### src/rtl/hazard_unit.sv
// hazard_unit: pipeline hazard controller for the 5-stage ARM core.
// Tracks in-flight destination registers in a 3-entry scoreboard (EX, MEM, WB),
// drives stall/flush controls and ID-stage operand forwarding selects, and
// keeps a saturating count of stall cycles.
// Build option: define HAZARD_FORWARDING_EN to enable operand forwarding
// (only load-use stalls); leave it undefined to stall on every dependency.
module hazard_unit #(
  parameter int REG_W       = 4,
  parameter int STALL_CNT_W = 16
) (
  input  logic                   clk,
  input  logic                   reset,
  input  logic                   id_valid,
  input  logic [REG_W-1:0]       id_rn,
  input  logic [REG_W-1:0]       id_rm,
  input  logic [REG_W-1:0]       id_rd,
  input  logic                   id_use_rn,
  input  logic                   id_use_rm,
  input  logic                   id_use_rd,
  input  logic                   id_reg_write,
  input  logic                   id_mem_to_reg,
  input  logic                   id_pc_src,
  output logic                   pc_enable,
  output logic                   if_id_enable,
  output logic                   if_id_flush,
  output logic                   nop_select,
  output logic [1:0]             fwd_a_sel,
  output logic [1:0]             fwd_b_sel,
  output logic [1:0]             fwd_c_sel,
  output logic [STALL_CNT_W-1:0] stall_count
);

  localparam logic [REG_W-1:0] PC_REG = REG_W'(15);

  // Scoreboard entries. Only EX keeps the load flag: a MEM or WB producer can
  // always be forwarded, whether its value came from the ALU or from memory.
  logic             ex_valid, ex_reg_write, ex_mem_to_reg;
  logic [REG_W-1:0] ex_rd;
  logic             mem_valid, mem_reg_write;
  logic [REG_W-1:0] mem_rd;
  logic             wb_valid, wb_reg_write;
  logic [REG_W-1:0] wb_rd;

  // Per-operand match vectors, bit 0 = Rn (A), bit 1 = Rm (B), bit 2 = Rd (C)
  logic [2:0] match_ex, match_mem, match_wb;
  logic       stall;
  logic [1:0] sel_a, sel_b, sel_c;

  // A source only matters if it is read, is not the PC, and the stage writes it
  function automatic logic src_hit(input logic v, input logic w,
                                   input logic [REG_W-1:0] rd,
                                   input logic [REG_W-1:0] r,
                                   input logic use_r);
    return v & w & (rd == r) & (r != PC_REG) & use_r;
  endfunction

  // Youngest producer wins; a load still in EX cannot be forwarded yet
  function automatic logic [1:0] pick_src(input logic hit_ex, input logic hit_mem,
                                          input logic hit_wb, input logic ex_load);
    if (hit_ex)       return ex_load ? 2'b00 : 2'b01;
    else if (hit_mem) return 2'b10;
    else if (hit_wb)  return 2'b11;
    else              return 2'b00;
  endfunction

  // Compare the ID operands against every scoreboard stage
  always_comb begin
    match_ex  = {3{id_valid}} &
                {src_hit(ex_valid, ex_reg_write, ex_rd, id_rd, id_use_rd),
                 src_hit(ex_valid, ex_reg_write, ex_rd, id_rm, id_use_rm),
                 src_hit(ex_valid, ex_reg_write, ex_rd, id_rn, id_use_rn)};
    match_mem = {3{id_valid}} &
                {src_hit(mem_valid, mem_reg_write, mem_rd, id_rd, id_use_rd),
                 src_hit(mem_valid, mem_reg_write, mem_rd, id_rm, id_use_rm),
                 src_hit(mem_valid, mem_reg_write, mem_rd, id_rn, id_use_rn)};
    match_wb  = {3{id_valid}} &
                {src_hit(wb_valid, wb_reg_write, wb_rd, id_rd, id_use_rd),
                 src_hit(wb_valid, wb_reg_write, wb_rd, id_rm, id_use_rm),
                 src_hit(wb_valid, wb_reg_write, wb_rd, id_rn, id_use_rn)};
  end

`ifdef HAZARD_FORWARDING_EN
  // Forwarding build: only a load feeding the very next instruction stalls
  always_comb begin
    stall = (|match_ex) & ex_mem_to_reg;
    sel_a = pick_src(match_ex[0], match_mem[0], match_wb[0], ex_mem_to_reg);
    sel_b = pick_src(match_ex[1], match_mem[1], match_wb[1], ex_mem_to_reg);
    sel_c = pick_src(match_ex[2], match_mem[2], match_wb[2], ex_mem_to_reg);
  end
`else
  // The load flag is irrelevant when every dependency waits for write-back
  logic unused_ex_load;
  assign unused_ex_load = ex_mem_to_reg;

  // No forwarding: hold ID until every producer of a used source has retired
  always_comb begin
    stall = |{match_ex, match_mem, match_wb};
    sel_a = 2'b00;
    sel_b = 2'b00;
    sel_c = 2'b00;
  end
`endif

  // Pipeline control outputs; reset forces the free-running, no-forward state
  always_comb begin
    pc_enable    = reset | ~stall;
    if_id_enable = reset | ~stall;
    nop_select   = ~reset & stall;
    if_id_flush  = ~reset & ~stall & id_valid & id_pc_src;
    fwd_a_sel    = reset ? 2'b00 : sel_a;
    fwd_b_sel    = reset ? 2'b00 : sel_b;
    fwd_c_sel    = reset ? 2'b00 : sel_c;
  end

  // Advance the scoreboard; a stalled or empty ID slot enters EX as a bubble
  always_ff @(posedge clk or posedge reset) begin
    if (reset) begin
      ex_valid      <= 1'b0;
      ex_rd         <= '0;
      ex_reg_write  <= 1'b0;
      ex_mem_to_reg <= 1'b0;
      mem_valid     <= 1'b0;
      mem_rd        <= '0;
      mem_reg_write <= 1'b0;
      wb_valid      <= 1'b0;
      wb_rd         <= '0;
      wb_reg_write  <= 1'b0;
    end else begin
      wb_valid      <= mem_valid;
      wb_rd         <= mem_rd;
      wb_reg_write  <= mem_reg_write;
      mem_valid     <= ex_valid;
      mem_rd        <= ex_rd;
      mem_reg_write <= ex_reg_write;
      if (id_valid && !stall) begin
        ex_valid      <= 1'b1;
        ex_rd         <= id_rd;
        ex_reg_write  <= id_reg_write;
        ex_mem_to_reg <= id_mem_to_reg;
      end else begin
        ex_valid      <= 1'b0;
        ex_rd         <= '0;
        ex_reg_write  <= 1'b0;
        ex_mem_to_reg <= 1'b0;
      end
    end
  end

  // Saturating stall-cycle counter
  always_ff @(posedge clk or posedge reset) begin
    if (reset) begin
      stall_count <= '0;
    end else if (stall && (stall_count != '1)) begin
      stall_count <= stall_count + STALL_CNT_W'(1);
    end
  end

endmodule

### config.mk
export PLATFORM = sky130hd
export DESIGN_NAME = hazard_unit
export DESIGN_NICKNAME = d
export VERILOG_FILES = /design/src/rtl/hazard_unit.sv
export SDC_FILE = /design/constraint.sdc
export NUM_CORES = 1
export LEC_CHECK = 0
export ABC_AREA = 1
export CORE_MARGIN = 8
export CORE_UTILIZATION = 50
export DETAILED_ROUTE_END_ITERATION = 8
export PLACE_DENSITY_LB_ADDON = 0.3
export REMOVE_ABC_BUFFERS = 1
export SETUP_SLACK_MARGIN = 0.4
export SLEW_MARGIN = 20
export SYNTH_ARGS = -nofsm -noshare
export SYNTH_HDL_FRONTEND = slang
export SYNTH_SLANG_ARGS = --single-unit
### constraint.sdc
create_clock -name clk -period 2.3 [get_ports clk]
set_input_delay 0.345 -clock clk [delete_from_list [all_inputs] [get_ports clk]]
set_output_delay 0.345 -clock clk [all_outputs]
set_load 0.01 [all_outputs]
==> impl_metrics.yaml, run 1 <==
timing:
  finalHoldViolations: 0
  min_period_ps: 2140
  max_freq_mhz: 466
  setup_tns_ps: 0
  drv_slew: 0
  fin_skew_ps: 1.65
  finalCritPeriodShare: 0.933
  rsz0062_at_grt: "yes"
  finalSetupViolations: 0
  worst_slack_ps: 155
synthesis:
  ys_seq_area_frac: 0.373
  avgSynthCellArea_um2: 6.91
  yosys_warnings: 0
  ys_types: 25
  syn-cell-area_um2: 2280
  synth_top_area_share: 0.373
  synth_top_cell_by_area: "dfrtp_1"
  synth_area_leaders: "dfrtp_1 (37%), nand2_1 (21%), xor2_1 (7.3%), inv_1 (7.1%), nor2_1 (5.4%)"
  syn_inst: 330
  synth-seq-cells: 34
clock_tree:
  cts_tree: "yes"
  holdBufCountCts: 0
  cts_sinks: 34
  clockBufferDepth: 2
  clkTransAtPathRegs_ps: 60
  cts_root_buf: "clkbuf_8"
  cts_buffers: 5
  clkLatencyLatePin_ps: 280
  htree_levels: 2
global_routing:
  globalRouteOverflowTotal: 0
  grt_max_degree: 35
  grt_pass1_wl_um: 10300
  grt_pass1_vias: 2245
  antenna_found_initial: 0
  grtUsageTotal: 0.173
power_and_ir_drop:
  internal-power_w: 0.00102
  power_frac_seq: 0.476
  worst_ir_drop_vdd_mv: 0.573
  power_w: 0.00143
  power_density_nw_per_um2: 479
  p_switching_w: 0.000411
  leakagePower_nw: 1.59
  power_frac_comb: 0.213
  clkPwrFrac: 0.312
  p_sw_frac: 0.287
floorplan:
  die_w_um: 83.5
  core_um2: 4380
  io-pin-count: 47
  die-height_um: 83.5
  row_count: 24
  start_util: 0.520
  die-area_um2: 6980
routing:
  avgViaCountPerCell: 5.08
  drt_wl_total_um: 5920
  drtIter0Drc: 104
  wire_per_inst_um: 13.3
  drtAntennaViolNets: 0
  drc_errors: 0
  dr.pass1.iters: 4
  num_vias: 2264
worst_setup_path:
  crit_arrival_ps: 1800
  max_stage_delay_ps: 280
  cp_cell_sequence: "dlygate4sd2_1 > buf_4 > o21ai_0 > nor2_1 > nand2_1 > nand2_1 > a21oi_2 > nand3_4 > nand2_4 > nand2_2 > nor2_1 > buf_2"
  worstSetupPathType: "primary input to output pin"
  end_kind: "output pin"
  startpoint_type: "primary input"
  cp_max_fo: 5
  crit_path_top_delay_cell: "dlygate4sd2_1"
  required_ps: 1960
run_status:
  status: "completed"
place:
  portBuffers: 39
  dp.cells: 427
  gp_routability_congestion: 0.958
  place_hpwl_um: 4230
  dp_slack_ps: -461
run:
  drv_cap: 0
final_layout:
  layout_commonest_cell: "nand2_1"
  nets: 414
  synthToLayoutAreaGrowth_pct: 31.0
  drive_gt1_frac: 0.142
  final_cells: 446
  mostFrequentLayoutCells: "nand2_1 (121), inv_1 (39), nor2_1 (31)"
worst_hold_path:
  worstHoldPathType: "flip-flop to flip-flop"
-- power by group through the flow --
stage          Combinational [W]  Clock [W]  Sequential [W]
2_1_floorplan           0.000140          0        0.000690
3_3_place_gp            0.000285          0        0.000688
3_5_place_dp            0.000291          0        0.000690
4_1_cts                 0.000297   0.000461        0.000679
5_1_grt                 0.000342   0.000495        0.000689
6_report                0.000304   0.000446        0.000681
-- final timing paths --
check	from	endpoint	slack (ps)	cells past startpoint
max reg2reg	ex_rd[2]	stall_count[0]	420	11
min reg2reg	ex_valid	mem_valid	370	0
min	ex_valid	mem_valid	370	0
max in group asynchronous	reset	mem_rd[3]	1400	3
min in group asynchronous	reset	wb_rd[0]	570	3
max	id_rn[2]	if_id_flush	160	12
-- synth_stat cells, drive strengths merged --
cell	count
nand2	126
inv	43
dfrtp	34
nor2	33
nand3	19
xor2	19
nand4	18
buf	12
nor3	7
xnor2	7
a21oi	5
o21ai	3
conb	1
ha	1
nor4	1
or2	1
-- registers in the layout, summed over array words and instances (netlist names) --
signal,cells
wb_rd,4
mem_rd,4
ex_reg_write,1
stall_count,16
wb_reg_write,1
mem_reg_write,1
ex_valid,1
ex_rd,4
wb_valid,1
mem_valid,1
-- per-stage QoR --
step / cell area [um^2] / hold WS (ps) / util
floorplan: 2220 / 354 / -
global placement: 2770 / 359 / 0.632
detailed placement: 2770 / 360 / 0.632
CTS: 2910 / 372 / 0.664
global route: 2990 / 385 / 0.681
finish: 2990 / 374 / 0.682
-- repair_timing --
action / in CTS / in global routing
setup endpoints to repair: 20 / 20
gates cloned: 1 / 0
resized for setup: 39 / 13
pin swaps: 7 / 11
buffers inserted: 5 / 4
-- kinds of logic after synthesis --
| kind of cell | count (synthesis) | share of synthesized area |
|---|---|---|
| XOR/XNOR | 26 | 0.0998 |
| adder cells (fa/ha/maj) | 1 | 0.00548 |
| AND/OR/NAND/NOR | 205 | 0.394 |
| AO/OA/AOI/OAI | 8 | 0.0192 |
| flip-flops | 34 | 0.373 |
| buffers and inverters | 55 | 0.106 |
| other | 1 | 0.00164 |
-- critical path, delay by kind of cell --
kind / cells / cell delay (ps)
AOI/OAI and AO/OA: 2 / 330
buffers and inverters: 3 / 560
and+or+nand+nor: 7 / 550
-- layout make-up --
| cell class | count | area [um^2] |
|---|---|---|
| fill | 392 | 1400 |
| multi-input combinational | 247 | 1260 |
| sequential | 34 | 857 |
| timing repair buffer | 61 | 548 |
| inverter | 43 | 161 |
| clock buffer | 7 | 86.3 |
| tap | 52 | 65.1 |
| clock inverter | 1 | 5.00 |
| antenna | 1 | 2.50 |
-- per-layer routing --
metal	track usage	part of all wire	vias to the layer above	wire length, um
met5	0	0	-	0
met4	0.0785	0.018	0	106
met3	0.0537	0.067	10	396
met2	0.283	0.49	81	2890
met1	0.203	0.43	1043	2520
li1	-	-	1130	-
Note: power is estimated with default switching activity, not from simulation.
==> run 2: changes to the inputs <==
--- a/config.mk
+++ b/config.mk
@@ -5,9 +5,9 @@
 export SDC_FILE = /design/constraint.sdc
 export NUM_CORES = 1
 export LEC_CHECK = 0
-export ABC_AREA = 1
+export ABC_AREA = 0
 export CORE_MARGIN = 8
-export CORE_UTILIZATION = 50
+export CORE_UTILIZATION = 49
 export DETAILED_ROUTE_END_ITERATION = 8
 export PLACE_DENSITY_LB_ADDON = 0.3
 export REMOVE_ABC_BUFFERS = 1
==> impl_metrics.yaml, run 2 <==
clock_tree:
  cts_sinks: 34
  htree_levels: 2
  cts_buffers: 5
  clkLatencyLatePin_ps: 280
  clkTransAtPathRegs_ps: 70
  cts_tree: "yes"
  cts_root_buf: "clkbuf_8"
  holdBufCountCts: 0
  clockBufferDepth: 2
worst_setup_path:
  crit_path_top_delay_cell: "dfrtp_2"
  crit_arrival_ps: 2060
  cp_max_fo: 3
  cp_cell_sequence: "xnor2_2 > nand4_1 > o22ai_1 > o211ai_1 > and3_1 > buf_4 > and2_4 > and3_4 > buf_6"
  end_kind: "output pin"
  startpoint_type: "flip-flop"
  required_ps: 1960
  worstSetupPathType: "flip-flop to output pin"
  max_stage_delay_ps: 460
synthesis:
  synth_ff_type: "dfrtp_1"
  ys_types: 27
  synth-seq-cells: 34
  yosys_warnings: 0
  synth_most_common_cell: "xnor2_1"
  syn_inst: 180
  synth_edf_count: 0
  async_flop_share: 1.00
  avgSynthCellArea_um2: 10.4
  synth_area_leaders: "dfrtp_1 (46%), xnor2_1 (18%), xor2_1 (6.1%), nand3_1 (4.0%), nand4_1 (4.0%)"
  ys_seq_area_frac: 0.455
  synth_commonest_cells: "xnor2_1 (38), dfrtp_1 (34), nand3_1 (15)"
  synth_top_cell_by_area: "dfrtp_1"
  syn-cell-area_um2: 1870
  synth_top_area_share: 0.455
place:
  gp_routability_congestion: 0.962
  portBuffers: 39
  place_hpwl_um: 3560
global_routing:
  grt_max_degree: 23
  busiest_layer: "met2"
  globalRouteOverflowTotal: 0
  grt_use_met3: 0.0553
  grtUsageTotal: 0.181
  gr-usage-met2: 0.312
  antenna_found_initial: 0
  grt_pass1_wl_um: 8830
  use_met1: 0.204
  grt_pass1_vias: 1760
floorplan:
  die-height_um: 77.7
  io-pin-count: 47
  core_um2: 3660
  start_util: 0.510
  die-area_um2: 6040
  die_w_um: 77.7
  row_count: 22
timing:
  worst_slack_ps: -101
  finalHoldViolations: 0
  drv_slew: 0
  fin_skew_ps: 8.09
  finalCritPeriodShare: 1.04
  rsz0062_at_grt: "yes"
  max_freq_mhz: 416
  finalSetupViolations: 4
  min_period_ps: 2400
  setup_tns_ps: -317
run_status:
  status: "complete, but fails checks"
  violations: "negative setup slack"
routing:
  drt_wl_total_um: 5300
  drc_errors: 0
  dr.pass1.iters: 4
  avgViaCountPerCell: 5.56
  wire_per_inst_um: 18.8
  drtIter0Drc: 101
  num_vias: 1569
  drtAntennaViolNets: 0
final_layout:
  mostFrequentLayoutCells: "xnor2_1 (31), dfrtp_1 (27), clkdlybuf4s50_1 (23)"
  largest_register_ffs: 16
  seq_area_um2: 860
  final_util: 0.742
  num_antenna_cells: 0
  largest_register: "stall_count"
  layout_commonest_cell: "xnor2_1"
  multiInputGateArea_um2: 1190
  fillCellCount: 251
  synthToLayoutAreaGrowth_pct: 45.3
  nets: 256
  drive_gt1_frac: 0.291
run:
  drv_cap: 0
power_and_ir_drop:
  leakagePower_nw: 1.17
  power_density_nw_per_um2: 502
  worst_ir_drop_vdd_mv: 0.457
  power_w: 0.00136
worst_hold_path:
  worstHoldPathType: "flip-flop to flip-flop"
[run 2: cell types whose count changed in the layout (fill, tap and decap cells not counted), moves of 5 or more]
| cell | delta |
|---|---|
| nor3_4 | +6 |
| nand4_1 | -5 |
| xnor2_1 | +24 |
| nor3_1 | -6 |
| nand2_1 | -111 |
| nor2_1 | -30 |
| xor2_1 | -5 |
| buf_4 | -8 |
| inv_1 | -38 |
| and3_1 | +10 |
| xnor2_2 | +7 |
[run 2: final cells by class]
class                      instances  area share
clock inverter                     2     0.00369
sequential                        34       0.317
tap                               48      0.0221
timing repair buffer              54       0.194
inverter                           1     0.00138
multi-input combinational        138       0.437
clock buffer                       5      0.0253
[run 2: routing by layer]
metal  routed length (um)  vias up  share of wire
met5                    0        -              0
met4                  131        0          0.025
met3                  303       13          0.057
met2                 2730       58           0.52
met1                 2130      775           0.40
li1                     -      723              -
[run 2: worst paths after layout]
kind,startpoint,end,slack (ps),cells after the start
max,wb_rd[2],if_id_flush,-100,9
min,mem_valid,wb_valid,420,0
max reg2reg,wb_rd[2],stall_count[11],10,9
min reg2reg,mem_valid,wb_valid,420,0
max in group asynchronous,reset,wb_rd[3],1520,3
min in group asynchronous,reset,stall_count[2],480,3
[run 2: logic make-up after synthesis]
family / after synthesis / synth area share
AOI/OAI and AO/OA: 3 / 0.0107
xor gates and xnor gates: 51 / 0.239
adders and majority gates: 1 / 0.00670
buffers and inverters: 13 / 0.0489
DFF: 34 / 0.455
muxes: 1 / 0.00603
other: 1 / 0.00201
and+or+nand+nor: 76 / 0.231
[run 2: through the flow]
step                cells  setup slack, ps  hold slack, ps  area, um^2
finish                282             -101             418        2720
global placement      268             -702             412        2310
CTS                   281             -129             424        2660
global route          282             -219             445        2720
floorplan             173              194             373        1800
detailed placement    268             -701             408        2310
[run 2: where the power goes]
group          total (W)  switching [W]  internal [W]  leakage (nW)
registers       0.000684      0.0000503      0.000634         0.441
clock network   0.000407       0.000204      0.000203        0.0438
logic           0.000273       0.000122      0.000151         0.681
total            0.00136       0.000377      0.000988          1.17
[run 2: what timing repair did]
action	CTS	global route
setup buffers	6	1
setup endpoints to repair	21	25
pin swaps	27	7
gates cloned	0	0
gates resized for setup	78	15
[run 2: worst max-delay path, delay by kind of cell, from the launching register on]
kind                   cells  cell delay, ps
buffers and inverters      2             250
XOR/XNOR                   1             150
AND/OR/NAND/NOR            4             620
AO/OA/AOI/OAI              2             310
flip-flops                 1             460
